### config.mk
export PLATFORM = sky130hd
export DESIGN_NAME = if_fetch_stage_flat
export DESIGN_NICKNAME = d
export VERILOG_FILES = /design/src/rtl/if_fetch_stage_if.sv /design/src/rtl/if_fetch_stage.sv /design/src/flat_wrapper.sv
export SDC_FILE = /design/constraint.sdc
export NUM_CORES = 1
export LEC_CHECK = 0
export ABC_AREA = 1
export BUFFER_PORTS_ARGS = -buffer_cell sky130_fd_sc_hd__buf_4
export CAP_MARGIN = 20
export CORE_AREA = 5 5 124 126
export DETAILED_ROUTE_END_ITERATION = 8
export DIE_AREA = 0 0 129 131
export HOLD_SLACK_MARGIN = 0.06
export PLACE_DENSITY = 0.76
export SYNTH_ARGS = -nofsm -noshare
export SYNTH_HDL_FRONTEND = slang
export SYNTH_SLANG_ARGS = --single-unit
### constraint.sdc
create_clock -name clk -period 1.4 [get_ports clk]
set_input_delay 0.28 -clock clk [delete_from_list [all_inputs] [get_ports clk]]
set_output_delay 0.28 -clock clk [all_outputs]
set_load 0.05 [all_outputs]
### src/rtl/if_fetch_stage_if.sv
// Interface bundling the fetch-stage bus: instruction ROM port, redirect port,
// IF/ID handshake towards decode and the delivered-word counter.
// master = fetch stage, slave = its environment (ROM, later stages, decode).
interface if_fetch_stage_if;
    logic        fetch_en;
    logic [31:0] imem_addr;
    logic [31:0] imem_inst;
    logic        redirect_valid;
    logic [31:0] redirect_pc;
    logic        id_ready;
    logic        if_valid;
    logic [31:0] if_pc;
    logic [31:0] if_inst;
    logic [31:0] if_pc_plus4;
    logic        if_pred_taken;
    logic [15:0] fetch_count;

    modport master (
        input  fetch_en, imem_inst, redirect_valid, redirect_pc, id_ready,
        output imem_addr, if_valid, if_pc, if_inst, if_pc_plus4, if_pred_taken,
               fetch_count
    );

    modport slave (
        output fetch_en, imem_inst, redirect_valid, redirect_pc, id_ready,
        input  imem_addr, if_valid, if_pc, if_inst, if_pc_plus4, if_pred_taken,
               fetch_count
    );
endinterface

### src/rtl/if_fetch_stage.sv
// Instruction-fetch stage: owns the PC, addresses the combinational ROM,
// registers the returned word into IF/ID and hands it to decode with
// valid/ready. Redirects from later stages flush the wrong-path word.
// Optional feature macro: IF_JUMP_PREDECODE_EN (jump predecode in fetch).
module if_fetch_stage #(
    parameter logic [31:0] RESET_PC = 32'h0000_0000,
    parameter logic [31:0] PC_STEP  = 32'd4
) (
    input  logic              clk,
    input  logic              rst_n,
    if_fetch_stage_if.master  bus
);
    logic [31:0] pc_q, pc_d;
    logic        if_valid_q, if_valid_d;
    logic [31:0] if_pc_q, if_pc_d;
    logic [31:0] if_inst_q, if_inst_d;
    logic [31:0] if_pc_plus4_q, if_pc_plus4_d;
    logic [15:0] fetch_count_q, fetch_count_d;
    logic [31:0] pc_plus4;
    logic        advance;
`ifdef IF_JUMP_PREDECODE_EN
    logic        if_pred_taken_q, if_pred_taken_d;
`endif

    // Next-state: redirect beats advance beats hold.
    always_comb begin
        pc_plus4      = pc_q + PC_STEP;
        advance       = bus.fetch_en & (~if_valid_q | bus.id_ready);
        pc_d          = pc_q;
        if_valid_d    = if_valid_q;
        if_pc_d       = if_pc_q;
        if_inst_d     = if_inst_q;
        if_pc_plus4_d = if_pc_plus4_q;
        fetch_count_d = fetch_count_q;
`ifdef IF_JUMP_PREDECODE_EN
        if_pred_taken_d = if_pred_taken_q;
`endif
        if (bus.redirect_valid) begin
            // Word fetched this cycle is on the wrong path: drop it.
            pc_d       = bus.redirect_pc & 32'hFFFF_FFFC;
            if_valid_d = 1'b0;
        end else if (advance) begin
            if_inst_d     = bus.imem_inst;
            if_pc_d       = pc_q;
            if_pc_plus4_d = pc_plus4;
            if_valid_d    = 1'b1;
            fetch_count_d = fetch_count_q + 16'd1;
            pc_d          = pc_plus4;
`ifdef IF_JUMP_PREDECODE_EN
            // Absolute jump: steer fetch now, decode sees pred_taken and must not redirect again.
            if (bus.imem_inst[31:26] == 6'b010010) begin
                pc_d            = {pc_plus4[31:28], bus.imem_inst[25:0], 2'b00};
                if_pred_taken_d = 1'b1;
            end else begin
                if_pred_taken_d = 1'b0;
            end
`endif
        end else if (!bus.fetch_en && bus.id_ready) begin
            // Decode consumed the word and fetch is paused: nothing to refill with.
            if_valid_d = 1'b0;
        end
    end

    // PC and IF/ID register; async reset discards any in-flight word.
    always_ff @(posedge clk or negedge rst_n) begin
        if (!rst_n) begin
            pc_q          <= RESET_PC;
            if_valid_q    <= 1'b0;
            if_pc_q       <= 32'h0;
            if_inst_q     <= 32'h0;
            if_pc_plus4_q <= 32'h0;
            fetch_count_q <= 16'h0;
        end else begin
            pc_q          <= pc_d;
            if_valid_q    <= if_valid_d;
            if_pc_q       <= if_pc_d;
            if_inst_q     <= if_inst_d;
            if_pc_plus4_q <= if_pc_plus4_d;
            fetch_count_q <= fetch_count_d;
        end
    end

`ifdef IF_JUMP_PREDECODE_EN
    // Predecode flag travels with the word in IF/ID.
    always_ff @(posedge clk or negedge rst_n) begin
        if (!rst_n) begin
            if_pred_taken_q <= 1'b0;
        end else begin
            if_pred_taken_q <= if_pred_taken_d;
        end
    end

    assign bus.if_pred_taken = if_pred_taken_q;
`else
    assign bus.if_pred_taken = 1'b0;
`endif

    assign bus.imem_addr   = pc_q;
    assign bus.if_valid    = if_valid_q;
    assign bus.if_pc       = if_pc_q;
    assign bus.if_inst     = if_inst_q;
    assign bus.if_pc_plus4 = if_pc_plus4_q;
    assign bus.fetch_count = fetch_count_q;
endmodule

### src/flat_wrapper.sv
// flat-port wrapper written by rule: the top's interface ports become plain ports
module if_fetch_stage_flat 
#(
    parameter logic [31:0] RESET_PC = 32'h0000_0000,
    parameter logic [31:0] PC_STEP  = 32'd4
)
  (clk, rst_n, bus_fetch_en, bus_imem_inst, bus_redirect_valid, bus_redirect_pc, bus_id_ready, bus_imem_addr, bus_if_valid, bus_if_pc, bus_if_inst, bus_if_pc_plus4, bus_if_pred_taken, bus_fetch_count);
  if_fetch_stage_if bus_i ();
  input  logic clk;
  input  logic rst_n;
  input wire logic [$bits(bus_i.fetch_en)-1:0] bus_fetch_en;
  input wire logic [$bits(bus_i.imem_inst)-1:0] bus_imem_inst;
  input wire logic [$bits(bus_i.redirect_valid)-1:0] bus_redirect_valid;
  input wire logic [$bits(bus_i.redirect_pc)-1:0] bus_redirect_pc;
  input wire logic [$bits(bus_i.id_ready)-1:0] bus_id_ready;
  output wire logic [$bits(bus_i.imem_addr)-1:0] bus_imem_addr;
  output wire logic [$bits(bus_i.if_valid)-1:0] bus_if_valid;
  output wire logic [$bits(bus_i.if_pc)-1:0] bus_if_pc;
  output wire logic [$bits(bus_i.if_inst)-1:0] bus_if_inst;
  output wire logic [$bits(bus_i.if_pc_plus4)-1:0] bus_if_pc_plus4;
  output wire logic [$bits(bus_i.if_pred_taken)-1:0] bus_if_pred_taken;
  output wire logic [$bits(bus_i.fetch_count)-1:0] bus_fetch_count;
  assign bus_i.fetch_en = bus_fetch_en;
  assign bus_i.imem_inst = bus_imem_inst;
  assign bus_i.redirect_valid = bus_redirect_valid;
  assign bus_i.redirect_pc = bus_redirect_pc;
  assign bus_i.id_ready = bus_id_ready;
  assign bus_imem_addr = bus_i.imem_addr;
  assign bus_if_valid = bus_i.if_valid;
  assign bus_if_pc = bus_i.if_pc;
  assign bus_if_inst = bus_i.if_inst;
  assign bus_if_pc_plus4 = bus_i.if_pc_plus4;
  assign bus_if_pred_taken = bus_i.if_pred_taken;
  assign bus_fetch_count = bus_i.fetch_count;
  if_fetch_stage #(.RESET_PC(RESET_PC), .PC_STEP(PC_STEP)) u_core (.clk(clk), .rst_n(rst_n), .bus(bus_i));
endmodule
==> results.ini <==
[synthesis]
async_reset_ff_frac=1.00
ys.flop_type=dfrtp_1
ys_seq_area_frac=0.543
synth_edf_count=0
synth-seq-cells=139
yosysWarnings=0
synth_top_area_cell=dfrtp_1
yosysUniqueCellTypes=25
yosysMostFrequentCell=nand2_1
synth_common_cells=388 x nand2_1, 139 x dfrtp_1, 68 x inv_1
yosysTopAreaCellShare=0.543
synth.area.top_cells=dfrtp_1 54%, nand2_1 23%, inv_1 4.0%, o21ai_0 3.9%, nor2_1 2.8%
synthCells=817
netlist_area_mm2=0.00640
syn_area_per_cell_um2=7.83

[cells_and_area]
area_growth_pct=59.9
seq_area_mm2=0.00352
layout.nets=1192
final_area_mm2=0.0102
antenna_cells=0
multi_input_area_mm2=0.00285
final_cells=1318
finish.utilization=0.721
n_fill_cell=1090
drive_above_1_share=0.376

[clocking]
clk_latency_ns=0.41
cts.sinks=139
clock_path_buffers=2
cts_inserted_buffers=17
clk_pin_slew_worst_paths_ns=0.06
clockRootBuffer=clkbuf_16
cts_max_level=4
cts_tree=done

[routing]
drtAntennaViolNets=0
firstDrtPassIters=5
avgViaCountPerCell=4.94
first_iter_violations=414
drc=0
finalWirelength_um=21300
vias=6507
detail_route.wl_per_cell_um=16.2

[run_status]
violations=negative setup slack
status=complete, but fails checks

[pwr]
leakagePower_nw=5.36
irDropWorstVdd_v=0.000963
p_per_area_mw_per_mm2=1500

[floorplan]
start_util=0.451
core_mm2=0.0142
design.portCount=215
die_y_um=131
rows=44
die_x_um=129
die-area_mm2=0.0169

[global_routing]
grt_max_degree=39
grt_pass1_wl_um=32800
grt_pass1_vias=6417
antenna_found_initial=0
overflow=0
grt_use_total=0.249

[placement]
io_buffers=205
placedCellCount=1237
place_area_mm2=0.00866
dp_hpwl_um=14100
routabilityCongestion=0.903

[critical_path]
critical_path_required_ns=1.12
critical_path_arrival_ns=1.15
slowest_stage=dfrtp_2
crit_type=reg -> out
endpoint_kind=output port
crit_family=flip-flops
path_max_fanout=4
crit_buf_inv=2
cp-start-kind=register
cp_cell_sequence=buf_6 > buf_8
cpPeakStageDelay_ns=0.45

[timing]
fin_skew_ns=0.00538
finalSetupViolCount=22
setup_ws_ns=-0.0339
hold_viol=0
period_needed_ns=1.43
max_freq_mhz=697
finalCritPeriodShare=1.02
slew_violations=0
rsz0062_at_grt=true

[flow_run]
drv_cap=0

[worst_hold_path]
hold_class=in -> reg

[repair_timing]
item / in CTS / in global routing
gates cloned: 1 / 1
gates resized for setup: 67 / 79
pin swaps: 5 / 22
setup buffers: 11 / 10
hold buffers: 27 / 0
setup endpoints to repair: 38 / 91
hold endpoints to repair: 51 / 0
[final timing paths]
kind	startpoint	end	slack (ns)	cells after the start
worst min register to register	u_core.bus.if_inst[23]	u_core.bus.if_inst[23]	0.48	2
worst min-delay path	bus_imem_inst[27]	u_core.bus.if_inst[27]	0.07	3
min in group asynchronous	rst_n	u_core.bus.if_pc[16]	0.33	2
max in group asynchronous	rst_n	u_core.bus.imem_addr[4]	0.55	3
worst max-delay path	u_core.bus.imem_addr[9]	bus_imem_addr[9]	-0.03	2
worst max register to register	u_core.bus.imem_addr[3]	u_core.bus.imem_addr[24]	-0.02	10
[metal layers]
metal  track usage  wire, um
met1         0.316      8600
met2         0.407     10600
met3        0.0703      1650
met4        0.0939       510
met5             0         0
[cells by family after synthesis]
group / share of synthesized area
other cells: 0.000586
simple gates: 0.310
fa+ha+maj: 0.00391
compound gates: 0.0457
flops: 0.543
buf+inv: 0.0659
xor+xnor: 0.0301
[final cells by class]
type | instances | area share
Clock inverter | 5 | 0.00807
Inverter | 69 | 0.0256
Sequential cell | 139 | 0.344
Tap cell | 184 | 0.0225
Multi-Input combinational cell | 584 | 0.278
Timing Repair Buffer | 310 | 0.271
Clock buffer | 27 | 0.0511
[report_power, final]
group	internal (mW)	total, mW	switching (mW)
logic	1.86	5.57	3.72
registers	4.69	5.23	0.541
clock network	2.91	4.57	1.65
[registers in the layout, summed over array words and instances, names as in the netlist]
signal / flops
u_core.bus.if_inst: 32
u_core.bus.if_pc: 30
u_core.bus.if_pc_plus4: 30
u_core.bus.imem_addr: 30
u_core.bus.fetch_count: 16
u_core.bus.if_valid: 1
[worst reg2reg max path: cells and delay by family, from the launching register on]
kind,cells,cell delay [ns]
AND/OR/NAND/NOR,7,0.63
flip-flops,1,0.40
adder cells (fa/ha/maj),1,0.15
buffers and inverters,2,0.12
[cells in the final DEF (no fill, tap or decap), drive strengths merged, types with 2 or more instances in the layout]
| cell | instances |
|---|---|
| nand4 | 2 |
| buf | 282 |
| bufinv | 2 |
| dlygate4sd3 | 27 |
| ha | 2 |
| xnor2 | 8 |
| dfrtp | 139 |
| conb | 7 |
| inv | 69 |
| a21oi | 7 |
| xor2 | 14 |
| o21ai | 50 |
| nand3 | 35 |
| clkinvlp | 3 |
| clkbuf | 28 |
| nor3 | 5 |
| nand2 | 392 |
| nor2 | 59 |
[metrics by stage]
step | setup TNS (ns) | worst slack [ns] | power (mW) | hold WS, ns
2_1_floorplan | -2.75 | -0.117 | 8.43 | -0.0156
3_3_place_gp | 0 | 0.00300 | 10.3 | 0.197
3_5_place_dp | -0.0511 | -0.0246 | 10.3 | 0.197
4_1_cts | -0.352 | -0.0373 | 15.2 | 0.0607
5_1_grt | -3.70 | -0.127 | 16.0 | 0.0633
6_report | -0.248 | -0.0339 | 15.4 | 0.0703
Power figures use the tool's default switching activity.
